<file path="src/rtl/priority_encoder_pkg.sv">
`default_nettype none
// ============================================================================
//  Module      : priority_encoder_pkg
//  Description : Shared constants, FSM state type and helper functions for
//                the registered 8-to-3 priority encoder.
//                  N_REQ      - number of request lines (8)
//                  IDX_W      - index width (3)
//                  state_t    - IDLE / PRESENT
//                  encode_msb - index of the highest set bit (0 if none)
//                  popcount8  - number of set bits in an 8-bit vector
//  Revision    : 1.0 - initial release
// ============================================================================
package priority_encoder_pkg;

    localparam int N_REQ = 8;
    localparam int IDX_W = 3;

    typedef enum logic [0:0] {
        IDLE    = 1'b0,
        PRESENT = 1'b1
    } state_t;

    // Ascending scan: the last set bit seen is the highest one.
    function automatic logic [IDX_W-1:0] encode_msb(input logic [N_REQ-1:0] vec);
        logic [IDX_W-1:0] idx;
        idx = '0;
        for (int i = 0; i < N_REQ; i++) begin
            if (vec[i]) idx = IDX_W'(i);
        end
        return idx;
    endfunction

    function automatic logic [3:0] popcount8(input logic [N_REQ-1:0] vec);
        logic [3:0] cnt;
        cnt = '0;
        for (int i = 0; i < N_REQ; i++) begin
            cnt = cnt + {3'b000, vec[i]};
        end
        return cnt;
    endfunction

endpackage
`default_nettype wire

</file>
<file path="src/rtl/prio_enc_core.sv">
`default_nettype none
// ============================================================================
//  Module      : prio_enc_core
//  Description : Combinational 8-to-3 priority encoder, bit 7 highest.
//  Ports       : i_req [7:0] - request vector
//                o_idx [2:0] - index of highest set bit (0 when none set)
//                o_any       - at least one bit of i_req is set
//  Revision    : 1.0 - initial release
// ============================================================================
module prio_enc_core
    import priority_encoder_pkg::*;
(
    input  logic [N_REQ-1:0] i_req,
    output logic [IDX_W-1:0] o_idx,
    output logic             o_any
);

    assign o_idx = encode_msb(i_req);
    assign o_any = |i_req;

endmodule
`default_nettype wire

</file>
<file path="src/rtl/priority_encoder.sv">
`default_nettype none
// ============================================================================
//  Module      : priority_encoder
//  Description : Registered 8-to-3 priority encoder with request latching and
//                a valid/acknowledge handshake. Requests collect in a pending
//                register; the highest pending index is presented on Y with V
//                until ACK, with no pre-emption while presenting.
//  Ports       : CLK        - clock, rising edge
//                RST_N      - asynchronous active-low reset
//                A   [7:0]  - request lines, bit i requests index i
//                E          - capture enable (pending bits are kept when low)
//                ACK        - consumer accepts the presented index
//                Y   [2:0]  - presented index (registered)
//                V          - Y valid (registered)
//                CNT [3:0]  - number of pending requests (registered)
//  Config      : PRIORITY_ENCODER_EDGE_EN - when defined, only 0->1
//                transitions of A (qualified by E) are captured; otherwise
//                capture is level-sensitive.
//  Revision    : 1.0 - initial release
// ============================================================================
module priority_encoder #(
    parameter int N_REQ = 8,
    parameter int IDX_W = 3
) (
    input  logic             CLK,
    input  logic             RST_N,
    input  logic [N_REQ-1:0] A,
    input  logic             E,
    input  logic             ACK,
    output logic [IDX_W-1:0] Y,
    output logic             V,
    output logic [3:0]       CNT
);

    import priority_encoder_pkg::*;

    state_t           r_state;
    logic [N_REQ-1:0] r_p;
    logic [IDX_W-1:0] r_y;
    logic             r_v;
    logic [3:0]       r_cnt;

    logic [N_REQ-1:0] w_cap;
    logic [N_REQ-1:0] w_clr;
    logic [N_REQ-1:0] w_p_next;
    logic [IDX_W-1:0] w_idx;
    logic             w_any;

`ifdef PRIORITY_ENCODER_EDGE_EN
    // A_d follows A on every edge regardless of E, so a rise seen while E is
    // low is consumed and never captured later.
    logic [N_REQ-1:0] r_a_d;

    always_ff @(posedge CLK or negedge RST_N) begin
        if (!RST_N) begin
            r_a_d <= '0;
        end else begin
            r_a_d <= A;
        end
    end

    assign w_cap = E ? (A & ~r_a_d) : '0;
`else
    assign w_cap = E ? A : '0;
`endif

    // Only an acknowledged, valid index is cleared; ACK in IDLE does nothing.
    assign w_clr = (r_v && ACK) ? ({{(N_REQ-1){1'b0}}, 1'b1} << r_y) : '0;

    // Set wins over clear so a re-request in the ack cycle stays pending.
    assign w_p_next = (r_p & ~w_clr) | w_cap;

    prio_enc_core u_core (
        .i_req (w_p_next),
        .o_idx (w_idx),
        .o_any (w_any)
    );

    always_ff @(posedge CLK or negedge RST_N) begin
        if (!RST_N) begin
            r_state <= IDLE;
            r_p     <= '0;
            r_y     <= '0;
            r_v     <= 1'b0;
            r_cnt   <= '0;
        end else begin
            r_p   <= w_p_next;
            r_cnt <= popcount8(w_p_next);
            case (r_state)
                IDLE: begin
                    if (w_any) begin
                        r_state <= PRESENT;
                        r_y     <= w_idx;
                        r_v     <= 1'b1;
                    end
                end
                PRESENT: begin
                    // Y is frozen until ACK: later higher-priority arrivals wait.
                    if (ACK) begin
                        if (w_any) begin
                            r_y <= w_idx;
                        end else begin
                            r_state <= IDLE;
                            r_v     <= 1'b0;
                        end
                    end
                end
                default: begin
                    r_state <= IDLE;
                    r_v     <= 1'b0;
                end
            endcase
        end
    end

    assign Y   = r_y;
    assign V   = r_v;
    assign CNT = r_cnt;

endmodule
`default_nettype wire

</file>
<file path="config.mk">
export PLATFORM = sky130hd
export DESIGN_NAME = priority_encoder
export DESIGN_NICKNAME = d
export VERILOG_FILES = /design/src/rtl/priority_encoder_pkg.sv /design/src/rtl/prio_enc_core.sv /design/src/rtl/priority_encoder.sv
export SDC_FILE = /design/constraint.sdc
export NUM_CORES = 1
export LEC_CHECK = 0
export ABC_AREA = 1
export CORE_MARGIN = 2
export CORE_UTILIZATION = 40
export CTS_CLUSTER_SIZE = 14
export DETAILED_ROUTE_END_ITERATION = 10
export HOLD_SLACK_MARGIN = 0.08
export PLACE_DENSITY = 0.66
export RECOVER_POWER = 25
export SYNTH_ARGS = -nofsm -noshare
export SYNTH_HDL_FRONTEND = slang
export SYNTH_SLANG_ARGS = --single-unit
</file>
<file path="constraint.sdc">
create_clock -name CLK -period 3.58 [get_ports CLK]
set_clock_uncertainty 0.05 [all_clocks]
set_input_delay 0.716 -clock CLK [delete_from_list [all_inputs] [get_ports CLK]]
set_output_delay 0.716 -clock CLK [all_outputs]
set_load 0.05 [all_outputs]
</file>
## Word-level counts from Yosys, hierarchy flattened

Cells that the tools add are included.

- Bits in registers: 17
- Output and inout bits: 8
- Word-level logic and storage cells: 42

- $add $sub $neg: 7
- Equality and inequality tests: 3
- Shift-type cells: 1
- Mux-type cells: 19
- Bitwise logic cells: 4
- Reduce and logical (&&, ||, !) cells: 3

Operator list:

| kind | number |
|---|---|
| $mux 3 | 6 |
| $add 4x1->4 | 4 |
| $mux 8 | 2 |
| $and 8x8->8 | 1 |
| $not 8->8 | 1 |
| $or 8x8->8 | 1 |
| $reduce_or 8->1 | 1 |
| $shl 1x3->8 const A | 1 |
| $mux 1 | 6 |
| $pmux 3 s2 | 1 |
| $add 3x1->4 | 1 |
| $mux 2 | 2 |
| $ne 2x2->1 const B | 2 |
| $pmux 1 s2 | 2 |
| $add 2x1->3 | 1 |
| $reduce_and 3->1 | 1 |
| $add 1x1->2 | 1 |
| $ne 2x1->1 const B | 1 |
| $logic_and 1x1->1 | 1 |
| $not 1->1 | 1 |

## Longest topological paths before layout

Gate-level depths: netlist (run 1).

- Depth after elaboration: 15
- Gate-level depth with buffers: 14
- Gate-level depth less buffers: 14

## Cells and area by module

Synthesis (run 1) repeated with hierarchy kept, for this count alone.

- Cells, all modules: 131
- Area, all modules: 992.2 um^2

By module, submodules not included:

| module | instances | cells an instance | area each (um^2) | seq. area each (um^2) |
|---|---|---|---|---|
| priority_encoder | 1 | 111 | 914.6 | 425.4 |
| prio_enc_core | 1 | 20 | 77.6 | 0.0 |

## Worst setup path before layout (run 1)

Ideal clock, no wire load.

- Path kind: reg2reg
- Start point: register r_v (netlist: V)
- End point: register r_cnt[2] (netlist: CNT[2])
- Library setup time: 123 ps
- Arrival: 3547 ps
- Required time: 3407 ps
- Setup slack: -140 ps
- Stages on the path, launching flop included: 15
- Path buffers: 0
- Clock period less this slack: 3720 ps
- Cells stage by stage: dfrtp_1 nand2_1 nor2_2 nand2_1 a22oi_1 inv_1 fa_1 fa_1 inv_1 fa_1 inv_1 ha_1 inv_1 fa_1 xnor2_1

- Word-level cells in the longest chain between the ends: 12

Ends and longest elaborated chain:

| item | line | source |
|---|---|---|
| start, declared | priority_encoder.sv:40 | `logic r_v;` |
| start signal, assigned | priority_encoder.sv:84 | `r_v <= 1'b0;` |
| start signal, assigned | priority_encoder.sv:94 | `r_v <= 1'b1;` |
| start signal, assigned | priority_encoder.sv:104 | `r_v <= 1'b0;` |
| $logic_and 1x1->1 | priority_encoder.sv:68 | `assign w_clr = (r_v && ACK) ? ({{(N_REQ-1){1'b0}}, 1'b1} << r_y) : '0;` |
| $mux 8 | priority_encoder.sv:68 |  |
| $not 8->8 | priority_encoder.sv:71 | `assign w_p_next = (r_p & ~w_clr) \| w_cap;` |
| $and 8x8->8 | priority_encoder.sv:71 |  |
| $or 8x8->8 | priority_encoder.sv:71 |  |
| named net u_core.i_req[0] | prio_enc_core.sv:13 | `input logic [N_REQ-1:0] i_req,` |
| $add 1x1->2 | priority_encoder_pkg.sv:37 | `cnt = cnt + {3'b000, vec[i]};` |
| $add 2x1->3 | priority_encoder_pkg.sv:37 |  |
| $add 3x1->4 | priority_encoder_pkg.sv:37 |  |
| $add 4x1->4 (4 in a row) | priority_encoder_pkg.sv:37 |  |
| end signal, assigned | priority_encoder.sv:88 | `r_cnt <= popcount8(w_p_next);` |
| end, declared | priority_encoder.sv:41 | `logic [3:0] r_cnt;` |

The timed path passes the listed nets, and every way through them passes these cells.
A chain may end at the register's enable or synchronous reset.

## Final worst setup path (run 1)

- Start point: input ACK
- End point: register r_cnt[1] (netlist: CNT[1])

- Elaborated cells between the ends (all ways): 12
- Classes of those cells: add/sub (7); mux (1); bitwise (3); reduce/logical (1)

RTL lines:

| item | line | source |
|---|---|---|
| start, declared | priority_encoder.sv:29 | `input logic ACK,` |
| $logic_and 1x1->1 | priority_encoder.sv:68 |  |
| $mux 8 | priority_encoder.sv:68 |  |
| $not 8->8 | priority_encoder.sv:71 |  |
| $and 8x8->8 | priority_encoder.sv:71 |  |
| $or 8x8->8 | priority_encoder.sv:71 |  |
| named net u_core.i_req[3] | prio_enc_core.sv:13 |  |
| $add 3x1->4 | priority_encoder_pkg.sv:37 |  |
| $add 4x1->4 (4 in a row) | priority_encoder_pkg.sv:37 |  |

The timed path passes the listed nets, and every way through them passes these cells.

==> results of run 1 <==
[sequential cells by signal, indices dropped and copies added (netlist names)]
signal / flops
CNT: 4
V: 1
Y: 3
r_p: 8
r_state: 1
[logic make-up (layout without fill, tap and decap cells)]
kind of cell,after synthesis,in the layout,synth area share
AOI/OAI and AO/OA,7,7,0.0699
DFF,17,17,0.432
and+or+nand+nor,56,56,0.267
buffers and inverters,23,58,0.0902
xor gates and xnor gates,1,1,0.00890
adders and majority gates,8,8,0.132
[routing by layer]
layer / global-route usage / part of all wire / vias up
li1: - / - / 402
met1: 0.207 / 0.42 / 358
met2: 0.315 / 0.53 / 13
met3: 0.0250 / 0.032 / 6
met4: 0.0769 / 0.018 / 0
met5: 0 / 0 / -
[stage by stage]
stage          instance area [um2]  utilization  TNS (ns)
5_1_grt                       1390        0.611   -0.0947
4_1_cts                       1360        0.595  -0.00420
3_3_place_gp                  1290        0.569     -1.99
6_report                      1390        0.611         0
2_1_floorplan                 1010            -   -0.0863
3_5_place_dp                  1290        0.569     -2.31
[critical path, cell delays in order]
cell,delay (ns)
buf_8,0.09
nand2_8,0.05
nor2_4,0.14
buf_6,0.12
nand2_4,0.04
a22oi_4,0.16
inv_2,0.07
fa_1,0.50
fa_1,0.52
inv_1,0.05
fa_1,0.46
inv_2,0.08
ha_4,0.13
inv_2,0.03
fa_2,0.53
inv_2,0.03
[area by class of cell]
cell class | instances | area share
multi-input combinational | 72 | 0.375
timing repair buffer | 32 | 0.212
tap | 28 | 0.0252
inverter | 22 | 0.0603
sequential | 17 | 0.308
clock buffer | 4 | 0.0189
[worst paths after layout]
kind	startpoint	endpoint	slack, ns	depth (start not counted)
max in group asynchronous	RST_N	V	2.03	1
min in group asynchronous	RST_N	r_p[3]	0.91	1
worst max register to register	V	CNT[1]	0.04	15
worst min register to register	r_state	V	0.41	1
worst min-delay path	r_state	V	0.41	1
worst max-delay path	ACK	CNT[1]	0.005	16
[what timing repair did]
action,CTS,global route
buffers inserted,3,2
resized for setup,16,8
pin swaps,7,6
endpoints found under the setup margin,4,2
[cell usage in the layout, fill, tap and decap left out, drive strengths merged]
cell type and instances:
buf 14, xnor2 1, nor2 8, dlygate4sd3 1, inv 21, dfrtp 17
nor3 1, nand2 44, clkdlybuf4s50 14, a22oi 2, ha 4, clkinv 1
dlygate4sd2 2, nand3 3, a21oi 1, clkdlybuf4s15 1, o21ai 4, fa 4
clkbuf 4
[power by group through the flow]
stage | Combinational, W | Sequential (W) | Clock (W)
floorplan | 0.000167 | 0.000354 | 0
global placement | 0.000384 | 0.000257 | 0
detailed placement | 0.000405 | 0.000257 | 0
CTS | 0.000424 | 0.000254 | 0.000107
global route | 0.000506 | 0.000260 | 0.000116
finish | 0.000460 | 0.000254 | 0.000102
==> load_flow_metrics.sql, run 1 <==
INSERT INTO impl_metrics (metric_group, metric, value, unit) VALUES
('detailed_routing', 'ant_nets', '0', ''),
('final_layout', 'antenna-diode-count', '0', ''),
('global_routing', 'grt_overflow', '0', ''),
('pwr', 'power.switching_fraction', '0.417', ''),
('clocking', 'cts_hold_buffers', '0', ''),
('critical_path', 'critPathArrivalTime', '3.72', 'ns'),
('critical_path', 'worst-path-max-fanout', '3', ''),
('global_routing', 'global_route.usage.total', '0.176', ''),
('final_layout', 'area.sequential', '429', 'um2'),
('timing', 'final-setup-viol-count', '0', ''),
('global_routing', 'grt_antenna_before_repair', '0', ''),
('placement', 'dp.final_hpwl', '1640', 'um'),
('logic_synthesis', 'synth_most_common_cell', 'nand2_1', ''),
('pwr', 'clkPwrFrac', '0.125', ''),
('job', 'timing.max_cap.violations', '0', ''),
('die', 'chipWidth', '53.6', 'um'),
('pwr', 'cellLeakagePower', '0.674', 'nW'),
('placement', 'pre_cts_ws', '-0.790', 'ns'),
('placement', 'io_buffer_count', '19', ''),
('critical_path', 'crit_path_start_kind', 'input pin', ''),
('logic_synthesis', 'synth.ff_latch_count', '17', ''),
('detailed_routing', 'post-route-drc-count', '0', ''),
('final_layout', 'fillCellCount', '207', ''),
('logic_synthesis', 'synth_cell_types', '21', ''),
('critical_path', 'worst_ep_required_time', '3.72', 'ns'),
('final_layout', 'multiInputGateArea', '522', 'um2'),
('clocking', 'numCtsBuffers', '3', ''),
('final_layout', 'finish.net_count', '168', ''),
('critical_path', 'worstSetupEndpointType', 'register', ''),
('timing', 'minimum_clock_period', '3.58', 'ns'),
('placement', 'routabilityCongestion', '0.750', ''),
('clocking', 'cts.path.max_buffers', '2', ''),
('pwr', 'cell_internal_pwr', '0.000476', 'W'),
('detailed_routing', 'drt_first_iter_violations', '2', ''),
('pwr', 'power.total', '0.000817', 'W'),
('logic_synthesis', 'synthArstFlopShare', '1.00', ''),
('pwr', 'p_comb_frac', '0.563', ''),
('global_routing', 'grt_start_max_net_pins', '18', ''),
('clocking', 'cts_tree', 'done', ''),
('pwr', 'vdd_ir_drop_max', '0.000411', 'V'),
('clocking', 'cts.sinks', '17', ''),
('logic_synthesis', 'mappedNetlistArea', '985', 'um2'),
('timing', 'setup_repair_after_global_routing_missed_its_margin', 'yes', ''),
('clocking', 'clock_latency', '0.29', 'ns'),
('die', 'chipHeight', '53.6', 'um'),
('die', 'placement_rows', '17', ''),
('detailed_routing', 'routed_via_density', '4.45', ''),
('logic_synthesis', 'syn-mean-instance-area', '8.79', 'um2'),
('detailed_routing', 'postRouteWirelength', '2010', 'um'),
('logic_synthesis', 'syn_inst', '112', ''),
('worst_hold_path', 'worst_hold_path_type', 'reg -> reg', ''),
('detailed_routing', 'avgRoutedWirePerCell', '11.5', 'um'),
('run_status', 'status', 'finished, final reports clean', ''),
('logic_synthesis', 'synthDominantCellAreaShare', '0.432', ''),
('logic_synthesis', 'synth.yosys.seq_area_share', '0.432', ''),
('die', 'starting_density_of_the_core', '0.433', ''),
('die', 'io_pins', '20', ''),
('clocking', 'ctsRootBufferMaster', 'clkbuf_4', ''),
('clocking', 'worst_path_clk_slew', '0.10', 'ns'),
('global_routing', 'vias_in_the_first_global_route', '806', ''),
('timing', 'timing.final.ws_setup', '0.00456', 'ns'),
('timing', 'fin_crit_sh', '0.999', ''),
('final_layout', 'area_overhead_vs_synth', '41.3', '%'),
('logic_synthesis', 'number_of_enable_type_register_cells_in_the_synthesized_netlist', '0', ''),
('clocking', 'cts_htree_levels', '1', ''),
('logic_synthesis', 'syn-num-nets', '132', ''),
('timing', 'clock.fmax', '0.280', 'GHz'),
('timing', 'finalHoldWorstSlack', '0.405', 'ns'),
('final_layout', 'layout_cells_sized_above_1', '0.340', ''),
('die', 'fp.coreArea', '2280', 'um2'),
('pwr', 'pwr_density_cell', '587', 'nW/um2');
Note: power is estimated with default switching activity, not from simulation.
==> run 2, diff against run 1 <==
--- a/config.mk
+++ b/config.mk
@@ -13,6 +13,7 @@
 export HOLD_SLACK_MARGIN = 0.08
 export PLACE_DENSITY = 0.66
 export RECOVER_POWER = 25
+export SLEW_MARGIN = 20
 export SYNTH_ARGS = -nofsm -noshare
 export SYNTH_HDL_FRONTEND = slang
 export SYNTH_SLANG_ARGS = --single-unit
==> results of run 2 <==
No change in the layout: final DEF, timing and power equal those of run 1.
==> run 3, diff against run 2 <==
--- a/config.mk
+++ b/config.mk
@@ -6,6 +6,7 @@
 export NUM_CORES = 1
 export LEC_CHECK = 0
 export ABC_AREA = 1
+export CAP_MARGIN = 20
 export CORE_MARGIN = 2
 export CORE_UTILIZATION = 40
 export CTS_CLUSTER_SIZE = 14
==> results of run 3 <==
No change in the layout: final DEF, timing and power equal those of run 1.
